**src/rtl/alu_uart_pkg.sv**
```systemverilog
// Shared types and constants for the UART <-> ALU
// command sequencer.
package alu_uart_pkg;

  typedef enum logic [2:0] {
    ST_IDLE,
    ST_WAIT_B,
    ST_WAIT_OP,
    ST_EXEC,
    ST_SEND_RES,
    ST_WAIT_TX_RES,
    ST_SEND_FLG,
    ST_WAIT_TX_FLG
  } state_t;

  localparam int FLAG_NEG   = 0;
  localparam int FLAG_ZERO  = 1;
  localparam int FLAG_CARRY = 2;

  localparam logic [5:0] OP_ADD = 6'h20;
  localparam logic [5:0] OP_SUB = 6'h22;
  localparam logic [5:0] OP_AND = 6'h24;
  localparam logic [5:0] OP_OR  = 6'h25;
  localparam logic [5:0] OP_XOR = 6'h26;
  localparam logic [5:0] OP_NOR = 6'h27;
  localparam logic [5:0] OP_SRL = 6'h02;
  localparam logic [5:0] OP_SRA = 6'h03;

endpackage

```
**src/rtl/alu_uart_if.sv**
```systemverilog
// UART rx/tx handshakes and ALU operand/result bus
// seen by the sequencer (master) and its peers (slave).
interface alu_uart_if #(
  parameter int DATA_WIDTH = 8,
  parameter int OP_WIDTH   = 6
);

  logic [7:0]            i_rx_data;
  logic                  i_rx_done;
  logic [DATA_WIDTH-1:0] o_alu_a;
  logic [DATA_WIDTH-1:0] o_alu_b;
  logic [OP_WIDTH-1:0]   o_alu_op;
  logic [DATA_WIDTH-1:0] i_alu_result;
  logic                  i_alu_negative;
  logic                  i_alu_zero;
  logic                  i_alu_carry;
  logic [7:0]            o_tx_data;
  logic                  o_tx_start;
  logic                  i_tx_done;
  logic                  o_busy;
  logic                  o_frame_error;
  logic                  o_rx_dropped;

  modport master (
    input  i_rx_data, i_rx_done,
    input  i_alu_result, i_alu_negative,
    input  i_alu_zero, i_alu_carry,
    input  i_tx_done,
    output o_alu_a, o_alu_b, o_alu_op,
    output o_tx_data, o_tx_start,
    output o_busy, o_frame_error,
    output o_rx_dropped
  );

  modport slave (
    output i_rx_data, i_rx_done,
    output i_alu_result, i_alu_negative,
    output i_alu_zero, i_alu_carry,
    output i_tx_done,
    input  o_alu_a, o_alu_b, o_alu_op,
    input  o_tx_data, o_tx_start,
    input  o_busy, o_frame_error,
    input  o_rx_dropped
  );

endinterface

```
**src/rtl/alu_uart_ctrl_rx_timeout_counter.sv**
```systemverilog
// Inter-byte idle counter; expired is high during the
// last allowed idle cycle.
module rx_timeout_counter #(
  parameter int TIMEOUT_CYCLES = 100000
) (
  input  logic clk,
  input  logic rst,
  input  logic clear,
  input  logic enable,
  output logic expired
);

  localparam int W = $clog2(TIMEOUT_CYCLES + 1);

  logic [W-1:0] count;

  assign expired = (count == W'(TIMEOUT_CYCLES - 1));

  always_ff @(posedge clk or posedge rst) begin
    if (rst) begin
      count <= '0;
    end else if (clear) begin
      count <= '0;
    end else if (enable && !expired) begin
      count <= count + W'(1);
    end
  end

endmodule

```
**src/rtl/alu_uart_ctrl.sv**
```systemverilog
// Collects A/B/opcode bytes, runs the ALU and returns
// result and flag bytes over the UART tx handshake.
module alu_uart_ctrl
  import alu_uart_pkg::*;
#(
  parameter int DATA_WIDTH     = 8,
  parameter int OP_WIDTH       = 6,
  parameter int TIMEOUT_CYCLES = 100000
) (
  input  logic        i_clk,
  input  logic        i_reset,
  alu_uart_if.master  bus
);

  state_t                state;
  logic [DATA_WIDTH-1:0] flag_q;
  logic [DATA_WIDTH-1:0] flag_byte;
  logic                  in_wait;
  logic                  in_tx;
  logic                  expired;

  assign in_wait = (state == ST_WAIT_B) ||
                   (state == ST_WAIT_OP);
  assign in_tx   = !in_wait && (state != ST_IDLE);

  always_comb begin
    flag_byte             = '0;
    flag_byte[FLAG_NEG]   = bus.i_alu_negative;
    flag_byte[FLAG_ZERO]  = bus.i_alu_zero;
    flag_byte[FLAG_CARRY] = bus.i_alu_carry;
  end

  rx_timeout_counter #(
    .TIMEOUT_CYCLES(TIMEOUT_CYCLES)
  ) u_timeout (
    .clk     (i_clk),
    .rst     (i_reset),
    .clear   (!in_wait || bus.i_rx_done),
    .enable  (in_wait),
    .expired (expired)
  );

  always_ff @(posedge i_clk or posedge i_reset) begin
    if (i_reset) begin
      state             <= ST_IDLE;
      flag_q            <= '0;
      bus.o_alu_a       <= '0;
      bus.o_alu_b       <= '0;
      bus.o_alu_op      <= '0;
      bus.o_tx_data     <= '0;
      bus.o_tx_start    <= 1'b0;
      bus.o_busy        <= 1'b0;
      bus.o_frame_error <= 1'b0;
      bus.o_rx_dropped  <= 1'b0;
    end else begin
      bus.o_tx_start    <= 1'b0;
      bus.o_frame_error <= 1'b0;
      bus.o_rx_dropped  <= in_tx && bus.i_rx_done;
      unique case (state)
        ST_IDLE: begin
          if (bus.i_rx_done) begin
            bus.o_alu_a <= bus.i_rx_data;
            bus.o_busy  <= 1'b1;
            state       <= ST_WAIT_B;
          end
        end
        ST_WAIT_B: begin
          if (bus.i_rx_done) begin
            bus.o_alu_b <= bus.i_rx_data;
            state       <= ST_WAIT_OP;
          end else if (expired) begin
            bus.o_busy        <= 1'b0;
            bus.o_frame_error <= 1'b1;
            state             <= ST_IDLE;
          end
        end
        ST_WAIT_OP: begin
          if (bus.i_rx_done) begin
            bus.o_alu_op <= bus.i_rx_data[OP_WIDTH-1:0];
            state        <= ST_EXEC;
          end else if (expired) begin
            bus.o_busy        <= 1'b0;
            bus.o_frame_error <= 1'b1;
            state             <= ST_IDLE;
          end
        end
        // start is raised on exit so it is high in SEND_RES
        ST_EXEC: begin
          bus.o_tx_data  <= bus.i_alu_result;
          bus.o_tx_start <= 1'b1;
          flag_q         <= flag_byte;
          state          <= ST_SEND_RES;
        end
        ST_SEND_RES: begin
          state <= ST_WAIT_TX_RES;
        end
        ST_WAIT_TX_RES: begin
          if (bus.i_tx_done) begin
            state <= ST_SEND_FLG;
          end
        end
        ST_SEND_FLG: begin
          bus.o_tx_data  <= flag_q;
          bus.o_tx_start <= 1'b1;
          state          <= ST_WAIT_TX_FLG;
        end
        ST_WAIT_TX_FLG: begin
          if (bus.i_tx_done) begin
            bus.o_busy <= 1'b0;
            state      <= ST_IDLE;
          end
        end
        default: begin
          bus.o_busy <= 1'b0;
          state      <= ST_IDLE;
        end
      endcase
    end
  end

endmodule

```
**src/flat_wrapper.sv**
```systemverilog
// flat-port wrapper written by rule: the top's interface ports become plain ports
module alu_uart_ctrl_flat import alu_uart_pkg::*;
#(
  parameter int DATA_WIDTH     = 8,
  parameter int OP_WIDTH       = 6,
  parameter int TIMEOUT_CYCLES = 100000
)
  (i_clk, i_reset, bus_i_rx_data, bus_i_rx_done, bus_i_alu_result, bus_i_alu_negative, bus_i_alu_zero, bus_i_alu_carry, bus_i_tx_done, bus_o_alu_a, bus_o_alu_b, bus_o_alu_op, bus_o_tx_data, bus_o_tx_start, bus_o_busy, bus_o_frame_error, bus_o_rx_dropped);
  alu_uart_if #(.DATA_WIDTH(DATA_WIDTH), .OP_WIDTH(OP_WIDTH)) bus_i ();
  input  logic i_clk;
  input  logic i_reset;
  input wire logic [$bits(bus_i.i_rx_data)-1:0] bus_i_rx_data;
  input wire logic [$bits(bus_i.i_rx_done)-1:0] bus_i_rx_done;
  input wire logic [$bits(bus_i.i_alu_result)-1:0] bus_i_alu_result;
  input wire logic [$bits(bus_i.i_alu_negative)-1:0] bus_i_alu_negative;
  input wire logic [$bits(bus_i.i_alu_zero)-1:0] bus_i_alu_zero;
  input wire logic [$bits(bus_i.i_alu_carry)-1:0] bus_i_alu_carry;
  input wire logic [$bits(bus_i.i_tx_done)-1:0] bus_i_tx_done;
  output wire logic [$bits(bus_i.o_alu_a)-1:0] bus_o_alu_a;
  output wire logic [$bits(bus_i.o_alu_b)-1:0] bus_o_alu_b;
  output wire logic [$bits(bus_i.o_alu_op)-1:0] bus_o_alu_op;
  output wire logic [$bits(bus_i.o_tx_data)-1:0] bus_o_tx_data;
  output wire logic [$bits(bus_i.o_tx_start)-1:0] bus_o_tx_start;
  output wire logic [$bits(bus_i.o_busy)-1:0] bus_o_busy;
  output wire logic [$bits(bus_i.o_frame_error)-1:0] bus_o_frame_error;
  output wire logic [$bits(bus_i.o_rx_dropped)-1:0] bus_o_rx_dropped;
  assign bus_i.i_rx_data = bus_i_rx_data;
  assign bus_i.i_rx_done = bus_i_rx_done;
  assign bus_i.i_alu_result = bus_i_alu_result;
  assign bus_i.i_alu_negative = bus_i_alu_negative;
  assign bus_i.i_alu_zero = bus_i_alu_zero;
  assign bus_i.i_alu_carry = bus_i_alu_carry;
  assign bus_i.i_tx_done = bus_i_tx_done;
  assign bus_o_alu_a = bus_i.o_alu_a;
  assign bus_o_alu_b = bus_i.o_alu_b;
  assign bus_o_alu_op = bus_i.o_alu_op;
  assign bus_o_tx_data = bus_i.o_tx_data;
  assign bus_o_tx_start = bus_i.o_tx_start;
  assign bus_o_busy = bus_i.o_busy;
  assign bus_o_frame_error = bus_i.o_frame_error;
  assign bus_o_rx_dropped = bus_i.o_rx_dropped;
  alu_uart_ctrl #(.DATA_WIDTH(DATA_WIDTH), .OP_WIDTH(OP_WIDTH), .TIMEOUT_CYCLES(TIMEOUT_CYCLES)) u_core (.i_clk(i_clk), .i_reset(i_reset), .bus(bus_i));
endmodule
```
**config.mk**
```make
export PLATFORM = sky130hd
export DESIGN_NAME = alu_uart_ctrl_flat
export DESIGN_NICKNAME = d
export VERILOG_FILES = /design/src/rtl/alu_uart_pkg.sv /design/src/rtl/alu_uart_if.sv /design/src/rtl/alu_uart_ctrl_rx_timeout_counter.sv /design/src/rtl/alu_uart_ctrl.sv /design/src/flat_wrapper.sv
export SDC_FILE = /design/constraint.sdc
export NUM_CORES = 1
export LEC_CHECK = 0
export ABC_AREA = 1
export CAP_MARGIN = 30
export CORE_ASPECT_RATIO = 0.8
export CORE_UTILIZATION = 46
export CTS_CLUSTER_DIAMETER = 150
export CTS_CLUSTER_SIZE = 12
export DETAILED_ROUTE_END_ITERATION = 10
export PLACE_DENSITY = 0.77
export SETUP_SLACK_MARGIN = 0.15
export SLEW_MARGIN = 20
export SYNTH_ARGS = -nofsm -noshare
export SYNTH_HDL_FRONTEND = slang
export SYNTH_SLANG_ARGS = --single-unit
```
**constraint.sdc**
```tcl
create_clock -name i_clk -period 1.8 [get_ports i_clk]
set_input_delay 0.36 -clock i_clk [delete_from_list [all_inputs] [get_ports i_clk]]
set_output_delay 0.36 -clock i_clk [all_outputs]
set_load 0.01 [all_outputs]
```
After elaboration in Yosys (flattened, before gate mapping)
Cells that the tools add are included.
{ "totals": {"ff_bits": 57, "input_bits": 23, "output_inout_bits": 34, "wordCells": 63} }
{ "classes": {"addsub": 1, "n_eq_ne": 13, "muxes": 19, "reduce_logical": 19} }
{ "ops": {"columns": ["cell", "n"], "rows": [
  ["17-bit 2-to-1 mux", 2],
  ["3-bit one-hot mux with 8 select lines", 1],
  ["3-bit 2-to-1 mux", 6],
  ["17-bit by 1-bit adder with 17-bit output, second input constant", 1],
  ["17-bit equality test, second input constant", 1],
  ["8-bit one-hot mux with 2 select lines", 1],
  ["3-bit equality test, second input constant", 4],
  ["1-bit 2-to-1 mux", 8],
  ["2-bit inequality test, second input constant", 4],
  ["3-bit by 2-bit equality test with 1-bit output, second input constant", 2],
  ["2-bit AND reduction", 3],
  ["3-bit nonzero test", 2],
  ["5-bit AND reduction", 1],
  ["2-bit nonzero test", 2],
  ["2-bit OR reduction", 2],
  ["3-bit by 1-bit equality test with 1-bit output, second input constant", 1],
  ["1-bit logical AND", 3],
  ["3-bit zero test", 1],
  ["1-bit one-hot mux with 3 select lines", 1],
  ["3-bit AND reduction", 1],
  ["1-bit zero test", 2],
  ["1-bit logical OR", 2],
  ["2-bit by 1-bit inequality test with 1-bit output, second input constant", 1]
]} }

Depth between registers and ports, before layout
{ "depth": {"ltp_word": 5, "ltp_mapped": 9, "mapped_depth_nobuf": 9} }

By module
From an unflattened synthesis, not the netlist that was laid out.
{ "unflattened": {"hier_cells": 352, "hier_area_um2": 2800.2} }
{ "modules_own_cells": {"columns": ["module", "instances", "cells_each", "area_per_inst_um2", "seq_area_each_um2"], "rows": [
  ["alu_uart_ctrl", 1, 177, 1630.3, 1001.0],
  ["rx_timeout_counter", 1, 175, 1169.9, 425.4]
]} }

Worst setup path after synthesis
No wires, ideal clock.
{ "synth_path": {"path_kind": "reg-to-reg", "from": "register u_core.u_timeout.count[0]", "to": "register u_core.u_timeout.count[4]", "t_arrival_ps": 1198, "setup_slack_ps": 485, "stages_incl_launch_ff": 7, "n_path_buf": 0, "synth_period_minus_slack_ps": 1315, "cell_sequence": "dfrtp_1 -> ha_1 -> nand3_1 -> inv_2 -> or2_2 -> nand3_1 -> nand2_1"} }
{ "synth_between": {"elab_chain_cells": 4, "elab_cells_between_ends": 7, "classes_between": "add/sub (1); eq/ne (1); mux (2); reduce/logical (3)"} }
{ "synth_rtl": {"columns": ["item", "line_no", "text"], "rows": [
  ["start: declaration", "alu_uart_ctrl_rx_timeout_counter.sv:15", "logic [W-1:0] count;"],
  ["start signal: assignment", "alu_uart_ctrl_rx_timeout_counter.sv:25", "count <= count + W'(1);"],
  ["branches (longest 4 deep; another with 17-bit by 1-bit adder with 17-bit output)", null, null]
]} }
Several ways; the timed one is not identified. The select of a mux whose other input is x is not followed.
A chain may end at the register's enable or synchronous reset.

Final worst setup path
{ "layout_path": {"from": "register u_core.bus.o_alu_b[4]", "to": "output port bus_o_alu_b[4]"} }
{ "layout_lines": {"columns": ["item", "line_no", "text"], "rows": [
  ["start: declaration", "alu_uart_if.sv:29", "output o_alu_a, o_alu_b, o_alu_op,"],
  ["start signal: assignment", "alu_uart_ctrl.sv:69", "bus.o_alu_b <= bus.i_rx_data;"],
  ["end: declaration", "flat_wrapper.sv:20", "output wire logic [$bits(bus_i.o_alu_b)-1:0] bus_o_alu_b;"]
]} }
No word-level cell between the ends.

==> results.md <==
- Status: finished clean
- Final Cell Area: about 0.0037 mm^2
- DRC viols: 0
- Ys async rst share: 1.000
- Die Ht: just over 70 um
- R2r setup slk: around 0.27 ns
- RSZ-0062 raised after global routing: false
- Buf/Inv on CP: 1
- Area Growth Syn to Fin: 30.28%
- Syn_area_per_cell: slightly below 9 um^2
- Congestion Overflow GR: 0
- Max Clk Rate: 624.8 MHz
- FF-to-FF Start: u_core.u_timeout.count[0]
- Most frequent cells in the layout: nand2_1 (91), dfrtp_1 (57), clkdlybuf4s50_1 (52), nor2_1 (31), inv_1 (27)
- N_diodes: 0
- Startpoint types: register
- Final worst path period need: approximately 1.6 ns
- Register bit total from synthesis: 57
- Via count: 2283
- PwrDens: between 1000 and 1500 mW/mm^2
- FILL cells: 495
- CP max stage cell: clkdlybuf4s50_1
- Multi-input gate area: between 0.001 and 0.0015 mm^2
- Required time of the critical path: 1.44 ns
- DP Area: between 0.003 and 0.004 mm^2
- Total GRT Usage: 0.2057
- Final setup vio count: 0
- Post-Syn Instances: 321
- Crit path max fanout: 2
- TritonCTS Buffers: 9
- Starting Density: 0.4760
- Avg WL per Cell: 12.50 um
- CTS Sinks: between 50 and 60
- Largest net degree at the start of global routing: 32
- Share of cells above drive strength 1: 0.1867
- Worst-path cell chain: clkdlybuf4s50_1
- Crit. End Element: output pin
- Maximum vdd drop: 0.0006775 V
- Post-CTS Resized: 0
- YS warnings: 0
- Synth cell types: 32
- Core Rows: 25
- Tcrit/Tclk final: 0.8891
- Final WL: around 5900 um
- Sequential area share after synthesis: 0.5069
- Max incr delay on CP: ~0.55 ns
- Remaining antenna violation count: 0
- Slew @ Worst Pin: between 0.3 and 0.4 ns
- Setup Skew: 0.007346 ns
- Global-route wire length before repair: slightly below 10000 um
- Most common cell after layout, fill and taps aside: nand2_1
- Vias in the first global route: ~2200
- Worst-Skew Late Latency: roughly 0.33 ns
- Worst-case clock buffer depth: 2
- Post-CTS Hold Buffers: 0
- Max-cap check violation count: 0
- FF-to-FF path depth: 8
- CTS HTree Levels: 3
- DPL Wire Length: 4372 um
- Arrival @ worst endpoint: 1.24 ns
- Leakage: between 1.5 and 2 nW
- Reg clk slew, reported paths: 0.07 ns
- GP Congestion: approximately 0.81
- Root Buffer: clkbuf_8
- Final #Nets: roughly 400
- Cell Area, Synth: 0.002814 mm^2
- Worst r2r dst: u_core.bus.o_busy
- DR iter-0 viols: about 140
- Syn Nets: 345
- FF+latch area: between 0.001 and 0.0015 mm^2
- CTS tree: yes
- Vias per cell: 4.837
- Slew margin rel.: 0.7387
- Pre-Repair DR Iteration Count: 4
- I/O pins: 57
- Die Wd: ~90 um
- Setup TNS: 0 ns
- Area of the die: approximately 0.0064 mm^2
- Post-CTS Setup Inserts: 0
- Pins over their slew limit: 0
- Top delay family on crit path: buffers and inverters
- Post-synth EDFFs: 0
- Main synth FF type: dfrtp_1
- IO Port Bufs: between 50 and 60
- Initial antenna violation count: 0
- Worst min path class: primary input to asynchronous set/reset pin
- Fin. Hold Viols: 0
- Core box area: 0.005912 mm^2
- WS Path Type: register to output pin
==> worst max-delay path by stage <==
stage | start | endpoint | slack (ns) | depth (start not counted)
6_report | u_core.bus.o_alu_b[4] | bus_o_alu_b[4] | 0.20 | 1
5_1_grt | u_core.bus.o_alu_a[3] | bus_o_alu_a[3] | 0.15 | 1
4_1_cts | u_core.bus.o_alu_b[4] | bus_o_alu_b[4] | 0.18 | 1
3_5_place_dp | bus_i_rx_done | u_core.bus.o_alu_a[4] | 0.05 | 6
3_3_place_gp | bus_i_rx_done | u_core.bus.o_alu_a[7] | 0.13 | 6
2_1_floorplan | u_core.u_timeout.count[0] | u_core.u_timeout.count[4] | 0.48 | 6
==> report_power, final <==
group | total [W] | switching, W | leakage, nW | internal, W
combinational | 0.00195 | 0.000995 | 0.918 | 0.000959
clock | 0.00117 | 0.000507 | 0.102 | 0.000666
sequential | 0.00201 | 0.000308 | 0.735 | 0.00170
total | 0.00513 | 0.00181 | 1.75 | 0.00332
==> routing by layer <==
| layer | vias up | part of all wire | routed length (um) | GRT usage |
|---|---|---|---|---|
| met3 | 6 | 0.054 | 320 | 0.06371 |
| met4 | 0 | 0.010 | 61 | 0.08289 |
| met5 | - | 0 | 0 | 0 |
| li1 | 1160 | - | - | - |
| met2 | 63 | 0.48 | 2861 | 0.3215 |
| met1 | 1054 | 0.45 | 2654 | 0.2676 |
==> cells by family after synthesis <==
group                    synth area share
buffers and inverters             0.07203
AND/OR/NAND/NOR                    0.3117
flip-flops                         0.5069
AO/OA/AOI/OAI                     0.09871
XOR/XNOR                         0.006226
adder cells (fa/ha/maj)          0.004446
==> synthesized netlist by cell type, drive strengths merged, types with 3 or more instances <==
library cell	number	share of area
a21oi	5	0.010
o21bai	3	0.0080
nand3	24	0.051
nor3	9	0.021
nor2	39	0.071
nand2	100	0.14
o21ai	28	0.074
inv	33	0.045
dfrtp	57	0.51
nand4	7	0.021
buf	8	0.027
==> per-stage QoR <==
stage	setup WS (ns)	utilization	cells	power, W	hold slack (ns)
after detailed placement	0.05481	0.5854	456	0.003994	0.4688
after CTS	0.1774	0.6184	472	0.005195	0.3802
after global placement	0.1347	0.5854	456	0.003921	0.4561
after global routing	0.1537	0.6201	472	0.005464	0.3938
final	0.1995	0.6201	472	0.005134	0.3809
after floorplan	0.4846	-	321	0.003105	0.4468
==> flip-flops by register name, indices dropped and copies added (netlist names) <==
| register | count |
|---|---|
| u_core.bus.o_alu_a | 8 |
| u_core.bus.o_alu_b | 8 |
| u_core.bus.o_alu_op | 6 |
| u_core.bus.o_busy | 1 |
| u_core.bus.o_frame_error | 1 |
| u_core.bus.o_rx_dropped | 1 |
| u_core.bus.o_tx_data | 8 |
| u_core.bus.o_tx_start | 1 |
| u_core.flag_q | 3 |
| u_core.state | 3 |
| u_core.u_timeout.count | 17 |
==> cell type report <==
cell class,count,share of cell area
flip-flops and latches,57,0.3891
multi-input cells,223,0.3232
repair buffers,62,0.1713
clock buffers,10,0.03754
inverters,33,0.03549
well taps,81,0.02764
clock inverters,6,0.01570
(Power assumes the default switching activity.)
